[config.mk]
export PLATFORM = sky130hd
export DESIGN_NAME = rpn_stack_evaluator
export DESIGN_NICKNAME = d
export VERILOG_FILES = /design/src/rtl/rpn_pkg.sv /design/src/rtl/rpn_alu.sv /design/src/rtl/rpn_stack_evaluator.sv
export SDC_FILE = /design/constraint.sdc
export NUM_CORES = 1
export LEC_CHECK = 0
export CAP_MARGIN = 20
export CORE_ASPECT_RATIO = 1.1
export CORE_MARGIN = 8
export CORE_UTILIZATION = 50
export DETAILED_ROUTE_END_ITERATION = 8
export HOLD_SLACK_MARGIN = 0.06
export PLACE_DENSITY = 0.68
export SKIP_LAST_GASP = 1
export SLEW_MARGIN = 20
export SYNTH_ARGS = -nofsm -noshare
export SYNTH_HDL_FRONTEND = slang
export SYNTH_SLANG_ARGS = --single-unit
[constraint.sdc]
create_clock -name Clk_In -period 15.5 [get_ports Clk_In]
set_input_delay 2.325 -clock Clk_In [delete_from_list [all_inputs] [get_ports Clk_In]]
set_output_delay 2.325 -clock Clk_In [all_outputs]
set_load 0.05 [all_outputs]
[src/rtl/rpn_pkg.sv]
// Shared types and defaults for the RPN stack evaluator.
package rpn_pkg;

    localparam int unsigned RPN_DATA_WIDTH = 16;

    typedef enum logic [1:0] {
        OP_ADD = 2'b00,
        OP_SUB = 2'b01,
        OP_MUL = 2'b10,
        OP_XOR = 2'b11
    } opcode_t;

    typedef enum logic [1:0] {
        ERR_OK        = 2'b00,
        ERR_UNDERFLOW = 2'b01,
        ERR_OVERFLOW  = 2'b10,
        ERR_LEFTOVER  = 2'b11
    } err_t;

    typedef enum logic [3:0] {
        IDLE, PUSH, PEEK_B, POP_B, PEEK_A, POP_A, EXEC,
        FIN_PEEK, FIN_POP, FIN_CHK, SKIP, FLUSH, DONE
    } state_t;

endpackage

[src/rtl/rpn_alu.sv]
// Combinational A op B unit; all results wrap modulo 2^DATA_WIDTH.
module rpn_alu
    import rpn_pkg::*;
#(
    parameter int unsigned DATA_WIDTH = RPN_DATA_WIDTH
) (
    input  logic [DATA_WIDTH-1:0] a,
    input  logic [DATA_WIDTH-1:0] b,
    input  opcode_t               op,
    output logic [DATA_WIDTH-1:0] y
);

    always_comb begin
        y = '0;
        case (op)
            OP_ADD: y = a + b;
            OP_SUB: y = a - b;
            OP_MUL: y = a * b;
            OP_XOR: y = a ^ b;
            default: y = '0;
        endcase
    end

endmodule

[src/rtl/rpn_stack_evaluator.sv]
// Postfix expression engine; sole master of an external LIFO stack.
module rpn_stack_evaluator
    import rpn_pkg::*;
#(
    parameter int unsigned DATA_WIDTH = RPN_DATA_WIDTH
) (
    input  logic                  Clk_In,
    input  logic                  Reset_In,
    input  logic                  Tok_Valid_In,
    output logic                  Tok_Ready_Out,
    input  logic                  Tok_Is_Op_In,
    input  logic [DATA_WIDTH-1:0] Tok_Data_In,
    input  logic                  Tok_Last_In,
    output logic [DATA_WIDTH-1:0] Stk_Data_Out,
    output logic                  Stk_Push_Out,
    output logic                  Stk_Pop_Out,
    output logic                  Stk_Peek_Out,
    input  logic [DATA_WIDTH-1:0] Stk_Data_In,
    input  logic                  Stk_Empty_In,
    input  logic                  Stk_Full_In,
    output logic [DATA_WIDTH-1:0] Result_Out,
    output logic                  Result_Valid_Out,
    output logic [1:0]            Error_Out
);

    state_t                state_q, state_nxt;
    err_t                  err_q, err_raise;
    logic [DATA_WIDTH-1:0] tok_data_q, a_q, b_q, res_q, alu_y;
    logic                  tok_last_q;
    logic                  accept;

    rpn_alu #(.DATA_WIDTH(DATA_WIDTH)) u_alu (
        .a  (a_q),
        .b  (b_q),
        .op (opcode_t'(tok_data_q[1:0])),
        .y  (alu_y)
    );

    assign accept = Tok_Valid_In && Tok_Ready_Out;

    always_comb begin
        state_nxt = state_q;
        err_raise = ERR_OK;
        case (state_q)
            IDLE: begin
                if (accept) begin
                    if (!Tok_Is_Op_In) begin
                        if (Stk_Full_In) begin
                            err_raise = ERR_OVERFLOW;
                            state_nxt = Tok_Last_In ? FLUSH : SKIP;
                        end else begin
                            state_nxt = PUSH;
                        end
                    end else if (Stk_Empty_In) begin
                        err_raise = ERR_UNDERFLOW;
                        state_nxt = Tok_Last_In ? FLUSH : SKIP;
                    end else begin
                        state_nxt = PEEK_B;
                    end
                end
            end
            PUSH, EXEC: state_nxt = tok_last_q ? FIN_PEEK : IDLE;
            PEEK_B:     state_nxt = POP_B;
            POP_B:      state_nxt = PEEK_A;
            PEEK_A: begin
                if (Stk_Empty_In) begin
                    err_raise = ERR_UNDERFLOW;
                    state_nxt = tok_last_q ? FLUSH : SKIP;
                end else begin
                    state_nxt = POP_A;
                end
            end
            POP_A:      state_nxt = EXEC;
            FIN_PEEK: begin
                if (Stk_Empty_In) begin
                    err_raise = ERR_UNDERFLOW;
                    state_nxt = FLUSH;
                end else begin
                    state_nxt = FIN_POP;
                end
            end
            FIN_POP:    state_nxt = FIN_CHK;
            FIN_CHK: begin
                if (!Stk_Empty_In) begin
                    err_raise = ERR_LEFTOVER;
                    state_nxt = FLUSH;
                end else begin
                    state_nxt = DONE;
                end
            end
            SKIP:       if (accept && Tok_Last_In) state_nxt = FLUSH;
            FLUSH:      if (Stk_Empty_In) state_nxt = DONE;
            DONE:       state_nxt = IDLE;
            default:    state_nxt = IDLE;
        endcase
    end

    // Stack strobes decode the current state so FLUSH can pop back-to-back
    // on the live empty flag without overshooting.
    always_comb begin
        Stk_Push_Out = (state_q == PUSH) || (state_q == EXEC);
        Stk_Peek_Out = (state_q == PEEK_B)
                    || (((state_q == PEEK_A) || (state_q == FIN_PEEK)) && !Stk_Empty_In);
        Stk_Pop_Out  = (state_q == POP_B) || (state_q == POP_A) || (state_q == FIN_POP)
                    || ((state_q == FLUSH) && !Stk_Empty_In);
        Stk_Data_Out = '0;
        if (state_q == PUSH)      Stk_Data_Out = tok_data_q;
        else if (state_q == EXEC) Stk_Data_Out = alu_y;
    end

    always_ff @(posedge Clk_In or negedge Reset_In) begin
        if (!Reset_In) begin
            state_q          <= IDLE;
            err_q            <= ERR_OK;
            tok_data_q       <= '0;
            tok_last_q       <= 1'b0;
            a_q              <= '0;
            b_q              <= '0;
            res_q            <= '0;
            Tok_Ready_Out    <= 1'b0;
            Result_Out       <= '0;
            Result_Valid_Out <= 1'b0;
            Error_Out        <= ERR_OK;
        end else begin
            state_q          <= state_nxt;
            Tok_Ready_Out    <= (state_nxt == IDLE) || (state_nxt == SKIP);
            Result_Valid_Out <= (state_nxt == DONE);
            if (state_q == IDLE && accept) begin
                tok_data_q <= Tok_Data_In;
                tok_last_q <= Tok_Last_In;
            end
            if (state_q == POP_B)   b_q   <= Stk_Data_In;
            if (state_q == POP_A)   a_q   <= Stk_Data_In;
            if (state_q == FIN_POP) res_q <= Stk_Data_In;
            if (state_q == DONE) begin
                err_q <= ERR_OK;
            end else if (err_q == ERR_OK && err_raise != ERR_OK) begin
                err_q <= err_raise;
            end
            // DONE is only entered from FIN_CHK (clean) or FLUSH (error already latched).
            if (state_nxt == DONE) begin
                Result_Out <= (err_q == ERR_OK) ? res_q : '0;
                Error_Out  <= err_q;
            end
        end
    end

endmodule

Word level (Yosys, flattened, before mapping)
Index checks and enable logic that the tools add are counted.

Output and inout port bits: 39. Logic and storage cells: 79. Register bits: 91. Input port bits: 39.

$mul: 1. $add $sub $neg: 2. Bitwise gates (word level): 1. Mux-type cells: 25. Reductions and logical operators: 22. Equality and inequality tests: 17.

Operators with widths (number): 16-bit case mux with 4 select lines (1); 16-bit 2-to-1 mux (3); 4-bit case mux with 11 select lines (1); 4-bit == test, second input constant (7); 4-bit 2-to-1 mux (7); 16-bit adder (1); 4-bit by 3-bit == test with 1-bit output, second input constant (4); 16-bit by 16-bit multiplier with 16-bit output (1); 16-bit subtractor (1); 16-bit bitwise XOR (1); 2-bit 2-to-1 mux (7); 4-bit by 2-bit == test with 1-bit output, second input constant (2); 4-bit logical NOT (2); 1-bit logical OR (7); 1-bit logical AND (6); 3-bit 2-to-1 mux (2); 2-bit case mux with 3 select lines (1); 2-bit == test, second input constant (2); 4-bit by 1-bit == test with 1-bit output, second input constant (1); 2-bit logical NOT (2); 2-bit nonzero test (2); 2-bit OR reduction (2); 1-bit 2-to-1 mux (3); 2-bit by 1-bit == test with 1-bit output, second input constant (1); 1-bit logical NOT (1).

Logic depth before layout (Yosys ltp)
Gate-level depths: netlist (run 1).

Word-level depth: 8. Gate-level depth with buffers: 21. Depth with buffers taken out: 20.

Cells and area by module
Synthesis (run 1) repeated with hierarchy kept, for this count alone.

Cells, all modules: 1042. Area, all modules: 9446.6 µm².

Modules (own cells, without submodules): rpn_alu (seq. area each 0.0 µm², area an instance 5403.9 µm², cells an instance 682, instances 1); rpn_stack_evaluator (seq. area each 2277.2 µm², area an instance 4042.6 µm², cells an instance 360, instances 1).

Worst setup path before layout (run 1)
No wires, ideal clock.

Path kind: reg2out. Start: register b_q[1]. End: output Stk_Data_Out[13]. Path buffers: 2. Arrival: 6.216 ns. Stages on the path, launching flop included: 20. Slack: 6.959 ns. Required time: 13.175 ns. Cells stage by stage: dfrtp_1 > clkbuf_2 > clkbuf_1 > nand2_1 > fa_1 > fa_1 > fa_1 > fa_1 > inv_1 > fa_1 > inv_1 > fa_1 > inv_1 > ha_1 > a21o_1 > a21o_1 > nor2_1 > xor2_1 > mux2_2 > o21ai_0.

Cells in the longest elaborated chain, start to end: 4. Elaborated cells on any way between the ends: 6. Classes of those cells: add/sub (2); mul (1); mux (3).

RTL lines: start, declared (RTL line rpn_stack_evaluator.sv:28) `logic [DATA_WIDTH-1:0] tok_data_q, a_q, b_q, res_q, alu_y;`; start signal, assigned (RTL line rpn_stack_evaluator.sv:132) `if (state_q == POP_B) b_q <= Stk_Data_In;`; 16-bit by 16-bit multiplier with 16-bit output, or another cell as far along (RTL line rpn_alu.sv:18) `OP_MUL: y = a * b;`; 16-bit case mux with 4 select lines * (RTL line rpn_alu.sv:15) `case (op)`; 16-bit 2-to-1 mux * (RTL line rpn_stack_evaluator.sv:108) `else if (state_q == EXEC) Stk_Data_Out = alu_y;`; 16-bit 2-to-1 mux * (RTL line rpn_stack_evaluator.sv:107) `if (state_q == PUSH) Stk_Data_Out = tok_data_q;`; end, declared (RTL line rpn_stack_evaluator.sv:14) `output logic [DATA_WIDTH-1:0] Stk_Data_Out,`.

Every way passes the cells marked *; elsewhere a longest branch is shown, timed or not.

Final worst setup path (run 1)
Start: register b_q[1]. End: output Stk_Data_Out[14].

The elaborated chain is that of the path after synthesis.

==> results of run 1 <==
## registers in the layout (all words and copies together) (netlist names), 2 cells and up
signal and cells:
Result_Out 16, a_q 16, b_q 16, res_q 16, tok_data_q 16, state_q 4, Error_Out 2, err_q 2
## cell families (layout without fill, tap and decap cells)
logic type      count (synthesis)  in the layout  share of synthesized area [%]
compound gates                155            155                          10.38
xor+xnor                       71             71                          6.832
fa+ha+maj                     154            154                          27.25
buf+inv                       190            234                          7.854
flops                          91             91                          24.48
mux                            48             48                          5.742
simple gates                  351            351                          17.47
## metal layers
metal | vias up | routed length [microns]
met5 | - | 0
met4 | 0 | 588
met3 | 40 | 1143
met2 | 190 | 11910
met1 | 3648 | 10440
li1 | 3493 | -
## worst max-delay path: stages (launching register included)
cell and delay, ps:
dfrtp_1 730, nand2_1 170, fa_1 530, fa_1 580
fa_1 450, fa_1 540, inv_1 50, fa_1 470
inv_1 50, fa_1 490, inv_1 50, ha_1 340
a21o_1 220, a21o_1 210, nand2_1 70, o21ai_0 110
or4b_1 500, a31oi_1 330, a221o_1 200, clkdlybuf4s50_1 810
## final cells by class
| class | count | area (sq um) | share of cell area (%) |
|---|---|---|---|
| multi-input combinational | 779 | 6304 | 59.98 |
| sequential | 91 | 2277 | 21.67 |
| timing repair buffer | 84 | 820.8 | 7.810 |
| inverter | 134 | 503.0 | 4.786 |
| tap | 243 | 304.0 | 2.893 |
| clock buffer | 9 | 225.2 | 2.143 |
| clock inverter | 7 | 76.32 | 0.7262 |
## metrics by stage
stage / instances / cell area (sq um)
floorplan: 1060 / 9304
global placement: 1330 / 10200
detailed placement: 1330 / 10200
CTS: 1346 / 10500
global route: 1347 / 10510
finish: 1347 / 10510
## cell usage after synthesis (4+ instances only)
master	number
a22o_1	5
and3_1	4
nor2_1	45
a21o_1	8
ha_1	73
fa_1	81
nor2b_1	6
xnor2_1	50
o21ai_0	62
buf_1	5
inv_1	134
buf_2	5
nand3_1	4
nand2b_1	9
a21oi_1	30
nand2_1	191
mux2_2	43
or3_1	4
clkbuf_1	42
and2_1	62
o211ai_1	8
xor2_1	20
mux2i_1	5
nor3_1	9
dfrtp_1	91
a31oi_1	7
## worst max-delay path by stage
stage	from	cells after the start	slack [ps]	endpoint
CTS	b_q[1]	19	5960	Stk_Data_Out[14]
global placement	b_q[2]	19	6460	Stk_Data_Out[14]
floorplan	b_q[1]	19	6960	Stk_Data_Out[13]
finish	b_q[1]	19	5940	Stk_Data_Out[14]
global route	b_q[1]	19	5750	Stk_Data_Out[14]
detailed placement	b_q[1]	19	6340	Stk_Data_Out[14]
==> out/results.ini, run 1 <==
[status]
status=finished clean

[timing]
finalCritPeriodShare_pct=61.67
fmax_mhz=104.6
fin_skew_ps=7.363
worst_pin_slew_ps=915.4
drv_slew=0
setup_viol=0
relSlewSlack_pct=38.74
min_period_ps=9559
setup_ws_ps=5941
finalHoldViolations=0
fin_hold_ws_ps=477.6
grt_setup_unrepaired=false
setup_tns_ps=0

[synth]
synth-main-ff-cell=dfrtp_1
synth.avg_cell_area_sq_um=8.777
synth_top_cell_by_area=dfrtp_1
synth_edf_count=0
synth_seq_cells=91
synth_nets=1253
synth.distinct_cells=58
synth-seq-area-share_pct=24.48
synth_area_leaders=dfrtp_1, fa_1, ha_1
syn_inst=1060
synth_top_area_share_pct=24.48
synth_warnings=0
syn_area_sq_um=9304
synthArstFlopShare_pct=100.0

[critical_path]
crit_required_ps=13180
path_max_fanout=18
crit_arrival_ps=7230
r2r_start=state_q[1]
reg2reg_slack_ps=12940
rr_worst_depth=6
crit_type=register to output pin
cp-end-kind=output pin
start_kind=register
worstReg2RegEnd=Tok_Ready_Out

[drt]
wl_per_cell_microns=17.88
antenna_left=0
drc=0
drt_wl_total_microns=24090
vias=7371
drt_iter0_drc=547
firstDrtPassIters=5
vias_per_cell=5.472

[layout]
syn_to_final_growth_pct=12.96
final_util_pct=57.28
layout-drive-gt1-share_pct=7.065
layout_common_cells=nand2_1, inv_1, dfrtp_1, fa_1, clkdlybuf4s50_1
final_common_cell=nand2_1
n_antenna_cell=0
fillers=1674
finalNetCount=1292

[placement]
hpwl_microns=18510
portBuffers=77
place_ws_ps=6341
gp_congestion=0.9177

[hold_path]
whs_endpoint=tok_data_q[6]
hp-class=register to register
min_from=tok_data_q[6]
hold-path-cell-count=2

[floorplanning]
core_area_sq_um=18350
io_pins=78
start_util_pct=50.71
die_h_microns=159.1
dieArea_sq_um=23230
num_rows=52
die_width_microns=146.1

[global_route]
grt_pass1_vias=7455
antenna_found_initial=0
use_met2_pct=36.06
met3_usage_pct=3.240
grt_max_degree=59
grt_remaining_overflow=0
grt_use_total_pct=21.02
grt.busiest_layer=met2
grt_first_pass_wirelength_microns=39450
grt_use_met1_pct=26.83

[clock_tree]
cts_resized=0
htree_num_levels=3
hold_buffers=0
clk_latency_ps=350
numClockSinks=91
post_cts_buffers=0
clkTransAtPathRegs_ps=70
cts_made_buffers=9
clockBufferDepth=2
cts_tree=yes
clk_root_buffer_cell=clkbuf_16

[run]
cap_violations=0

Power of run 1 is left out: the tool's default activity adds up to more than one toggle a clock period on the data nets, which glitch-free logic cannot reach.
==> inputs of run 2 (changes only) <==
--- a/config.mk
+++ b/config.mk
@@ -11,7 +11,7 @@
 export CORE_UTILIZATION = 50
 export DETAILED_ROUTE_END_ITERATION = 8
 export HOLD_SLACK_MARGIN = 0.06
-export PLACE_DENSITY = 0.68
+export PLACE_DENSITY = 0.71
 export SKIP_LAST_GASP = 1
 export SLEW_MARGIN = 20
 export SYNTH_ARGS = -nofsm -noshare
==> constraint.sdc (replaced) <==
create_clock -name Clk_In -period 8.44 [get_ports Clk_In]
set_input_delay 1.266 -clock Clk_In [delete_from_list [all_inputs] [get_ports Clk_In]]
set_output_delay 1.266 -clock Clk_In [all_outputs]
set_load 0.05 [all_outputs]
==> run 2 against run 1 <==
  * Setup slack worse by 5500 ps
  * Die area stayed put
  * Flip-flop and latch count stayed put
  * Clock-buffer cell count stayed put
  * Worst hold slack better by 4.6 ps
  * Critical path depth stayed put
  * Clock skew is 1.6 ps higher
==> out/results.ini, run 2 (synthesized netlist as in run 1, its figures left out) <==
[clock_tree]
post_cts_buffers=0  ; unchanged
clk_latency_ps=350  ; about the same
clkTransAtPathRegs_ps=70  ; about the same
clk_root_buffer_cell=clkbuf_16  ; unchanged
cts_resized=0  ; unchanged
hold_buffers=0  ; unchanged
htree_num_levels=3  ; unchanged
cts_tree=yes  ; unchanged
cts_made_buffers=9  ; unchanged
clockBufferDepth=2  ; unchanged
numClockSinks=91  ; unchanged

[hold_path]
hp-class=register to register  ; unchanged
whs_endpoint=Result_Out[4]  ; was tok_data_q[6]
hold-path-cell-count=2  ; unchanged
min_from=Result_Out[4]  ; was tok_data_q[6]

[drt]
drc=0  ; unchanged
vias=7420  ; was 7,371
vias_per_cell=5.484  ; was 5.472
drt_iter0_drc=564  ; was 547
wl_per_cell_microns=17.93  ; was 17.88 microns
antenna_left=0  ; unchanged
drt_wl_total_microns=24260  ; was 24,090 microns
firstDrtPassIters=5  ; unchanged

[timing]
finalHoldViolations=0  ; unchanged
drv_slew=0  ; unchanged
fin_skew_ps=9.007  ; was 7.363 ps
relSlewSlack_pct=37.87  ; was 38.74%
setup_ws_ps=409.4  ; was 5941 ps
min_period_ps=8031
finalCritPeriodShare_pct=95.15
setup_tns_ps=0  ; unchanged
fmax_mhz=124.5
setup_viol=0  ; unchanged
worst_pin_slew_ps=931.9  ; was 915.4 ps
grt_setup_unrepaired=false  ; unchanged
fin_hold_ws_ps=482.2  ; was 477.6 ps

[floorplanning]
die_width_microns=146.1  ; unchanged
num_rows=52  ; unchanged
dieArea_sq_um=23230  ; unchanged
die_h_microns=159.1  ; unchanged
start_util_pct=50.71  ; unchanged
core_area_sq_um=18350  ; unchanged
io_pins=78  ; unchanged

[layout]
syn_to_final_growth_pct=13.78  ; was 12.96%
final_util_pct=57.70  ; was 57.28%
layout_common_cells=nand2_1, inv_1, dfrtp_1, fa_1, clkdlybuf4s50_1  ; unchanged
n_antenna_cell=0  ; unchanged
layout-drive-gt1-share_pct=7.568  ; was 7.065%
finalNetCount=1298  ; was 1,292
final_common_cell=nand2_1  ; unchanged

[critical_path]
crit_type=register to output pin  ; unchanged
cp-end-kind=output pin  ; unchanged
crit_arrival_ps=6760  ; was 7230 ps
crit_required_ps=7170  ; was 13,180 ps
reg2reg_slack_ps=5900  ; was 12,940 ps
rr_worst_depth=6  ; unchanged
r2r_start=state_q[1]  ; unchanged
path_max_fanout=13  ; was 18
worstReg2RegEnd=Tok_Ready_Out  ; unchanged
start_kind=register  ; unchanged

[placement]
portBuffers=77  ; unchanged
hpwl_microns=18850  ; was 18,510 microns
gp_congestion=0.9318  ; was 0.9177
place_ws_ps=523.3  ; was 6341 ps

[status]
status=finished clean  ; unchanged

[global_route]
grt_pass1_vias=7649  ; was 7,455
grt_remaining_overflow=0  ; unchanged
grt_max_degree=83  ; was 59
grt_use_total_pct=21.12  ; was 21.02%
antenna_found_initial=0  ; unchanged
grt_first_pass_wirelength_microns=39620  ; was 39,450 microns

[run]
cap_violations=0  ; unchanged

run 2: through the flow:
step	cells	cell area [sq um]
finish	1353	10590
global route	1353	10590
CTS	1353	10570
global placement	1337	10250
detailed placement	1337	10250
floorplan	1060	9304
run 2: critical path, stage by stage, from the launching register on:
cell	delay [ps]
dfrtp_1	660
ha_1	280
inv_1	70
fa_1	500
fa_1	520
inv_1	60
fa_1	490
fa_1	500
inv_1	50
fa_1	440
fa_1	410
xor2_1	170
xnor2_1	180
xnor2_1	110
xnor2_1	220
xnor3_1	420
and3_1	210
o21bai_1	130
a21o_1	170
clkdlybuf4s50_1	810
run 2: layout make-up:
cell class              count  area [sq um]
fillers                  1671          7761
multi-input cells         779          6310
flip-flops and latches     91          2277
repair buffers             90         872.1
inverters                 134         503.0
well taps                 243         304.0
clock buffers               9         225.2
clock inverters             7         95.09
run 2: per-layer routing:
metal	vias to the layer above	wire, microns	global-route usage (%)
li1	3502	-	-
met1	3659	10330	26.63
met4	0	890	8.486
met2	206	11710	35.65
met3	53	1331	3.212
met5	-	0	0
run 2: worst max-delay path by stage:
| stage | start | endpoint | slack (ps) | cells after the start |
|---|---|---|---|---|
| after floorplan | b_q[1] | Stk_Data_Out[13] | 960 | 19 |
| after global placement | b_q[5] | Stk_Data_Out[14] | 610 | 20 |
| after detailed placement | b_q[5] | Stk_Data_Out[14] | 520 | 20 |
| after CTS | b_q[5] | Stk_Data_Out[14] | 130 | 20 |
| after global routing | b_q[7] | Stk_Data_Out[15] | 110 | 19 |
| final | b_q[7] | Stk_Data_Out[15] | 410 | 19 |
Power of run 2 is left out for the same reason.
==> inputs of run 3 (changes only) <==
--- a/config.mk
+++ b/config.mk
@@ -8,10 +8,10 @@
 export CAP_MARGIN = 20
 export CORE_ASPECT_RATIO = 1.1
 export CORE_MARGIN = 8
-export CORE_UTILIZATION = 50
+export CORE_UTILIZATION = 30
 export DETAILED_ROUTE_END_ITERATION = 8
 export HOLD_SLACK_MARGIN = 0.06
-export PLACE_DENSITY = 0.71
+export PLACE_DENSITY = 0.46
 export SKIP_LAST_GASP = 1
 export SLEW_MARGIN = 20
 export SYNTH_ARGS = -nofsm -noshare
==> run 3 against run 2 <==
  * First-iteration DRC count shrank 32%
  * Setup slack gained 25 ps
  * Via count shrank 1.1%
  * Clock skew shrank 1.3 ps
  * Final cell count grew 13%
  * Non-clock buffer count grew 11
  * Worst hold slack lost 3.2 ps
  * Cell area grew 2.6%
  * Critical path type unchanged
  * Largest cell class unchanged
  * Highest routed layer unchanged
==> out/results.ini, run 3 (synthesized netlist as in run 1, its figures left out) <==
[layout]
ff_latch_area_sq_um=2277  ; unchanged
final_util_pct=35.58  ; was 57.70%
layout-drive-gt1-share_pct=8.385  ; was 7.568%
finalNetCount=1309  ; was 1,298
n_antenna_cell=0  ; unchanged
layout_common_cells=nand2_1, inv_1, dfrtp_1, fa_1, clkdlybuf4s50_1  ; unchanged
syn_to_final_growth_pct=16.69  ; was 13.78%
fillers=3226  ; was 1,671
multi_input_area_sq_um=6301  ; was 6310 sq um
final_common_cell=nand2_1  ; unchanged

[drt]
vias=7338  ; was 7,420
firstDrtPassIters=4  ; was 5
antenna_left=0  ; unchanged
drc=0  ; unchanged
drt_wl_total_microns=28350  ; was 24,260 microns
vias_per_cell=4.780  ; was 5.484
drt_iter0_drc=386  ; was 564
wl_per_cell_microns=18.47  ; was 17.93 microns

[clock_tree]
clockBufferDepth=2  ; unchanged
clkTransAtPathRegs_ps=70  ; about the same
cts_tree=yes  ; unchanged
htree_num_levels=3  ; unchanged
cts_made_buffers=9  ; unchanged
numClockSinks=91  ; unchanged
post_cts_buffers=0  ; unchanged
clk_latency_ps=350  ; about the same
clk_root_buffer_cell=clkbuf_16  ; unchanged

[status]
status=finished clean  ; unchanged

[timing]
grt_setup_unrepaired=false  ; unchanged
worst_pin_slew_ps=1044  ; was 931.9 ps
relSlewSlack_pct=30.05  ; was 37.87%
finalHoldViolations=0  ; unchanged
fin_skew_ps=7.663  ; was 9.007 ps
finalCritPeriodShare_pct=94.85  ; was 95.15%
min_period_ps=8005  ; was 8031 ps
drv_slew=0  ; unchanged
setup_viol=0  ; unchanged
fmax_mhz=124.9  ; was 124.5 MHz
setup_tns_ps=0  ; unchanged

[critical_path]
cp-end-kind=output pin  ; unchanged
path_max_fanout=13  ; unchanged
crit_type=register to output pin  ; unchanged
crit_arrival_ps=6740  ; was 6760 ps
start_kind=register  ; unchanged
crit_required_ps=7170  ; about the same

[global_route]
grt_max_degree=52  ; was 83
grt_remaining_overflow=0  ; unchanged
grt_pass1_vias=7744  ; was 7,649
grt_first_pass_wirelength_microns=45080  ; was 39,620 microns
grt_use_total_pct=15.60  ; was 21.12%
antenna_found_initial=0  ; unchanged

[floorplanning]
dieArea_sq_um=36910  ; was 23,230 sq um
start_util_pct=30.49  ; was 50.71%
die_width_microns=183.9  ; was 146.1 microns
num_rows=67  ; was 52
die_h_microns=200.7  ; was 159.1 microns
io_pins=78  ; unchanged
core_area_sq_um=30510  ; was 18,350 sq um

[run]
cap_violations=0  ; unchanged

[placement]
gp_congestion=0.8470  ; was 0.9318
portBuffers=77  ; unchanged
hpwl_microns=22370  ; was 18,850 microns

[hold_path]
hp-class=register to register  ; unchanged

## run 3: cell types whose count changed in the layout (fill, tap and decap cells not counted), sizes merged
cell,previous run,this run
buf,14,25
clkinv,3,5
bufinv,1,0
inv,137,136
## run 3: metal layers
layer / up-vias / GRT usage, % / wire [microns]
li1: 3519 / - / -
met1: 3632 / 20.45 / 12580
met3: 28 / 1.828 / 1041
met5: - / 0 / 0
met4: 0 / 4.354 / 637
met2: 159 / 26.56 / 14090
## run 3: final cells by class
type                            count  area share, %
Clock buffer                        9          2.074
Timing Repair Buffer              101          8.759
Clock inverter                      7         0.7491
Sequential cell                    91          20.97
Tap cell                          414          4.771
Multi-Input combinational cell    779          58.04
Inverter                          134          4.633
## run 3: worst paths after layout
path,startpoint,endpoint,slack [ps],depth (start not counted)
hold / removal,tok_data_q[10],tok_data_q[10],480,2
max in group asynchronous,Reset_In,tok_data_q[8],6420,2
hold reg to reg,tok_data_q[10],tok_data_q[10],480,2
min in group asynchronous,Reset_In,Result_Out[6],890,1
setup / recovery,b_q[7],Stk_Data_Out[15],430,19
setup reg to reg,state_q[0],Tok_Ready_Out,5690,7
## run 3: per-stage QoR
step | worst slack (ps) | cell area, sq um | instances | hold WS, ps
after floorplan | 957.7 | 9304 | 1060 | 445.5
after global placement | 507.7 | 10550 | 1519 | 460.2
after detailed placement | 415.7 | 10550 | 1519 | 462.2
after CTS | 11.13 | 10850 | 1535 | 480.7
after global routing | 115.4 | 10860 | 1535 | 505.6
final | 434.9 | 10860 | 1535 | 479.0
## run 3: critical path, cell delays in order, from the launching register on
cell and delay, ps:
dfrtp_1 680, ha_1 270, inv_1 60, fa_1 510, fa_1 520, inv_1 50, fa_1 480, fa_1 490
inv_1 50, fa_1 450, fa_1 400, xor2_1 170, xnor2_1 210, xnor2_1 170, xnor2_1 160, xnor3_1 410
and3_1 220, o21bai_1 120, a21o_1 170, clkdlybuf4s50_1 810
## run 3: what timing repair did
item | CTS | global route
endpoints found under the setup margin | 0 | 1
hold buffers | 0 | 0
gates resized for setup | 0 | 1
Power of run 3 is left out for the same reason.
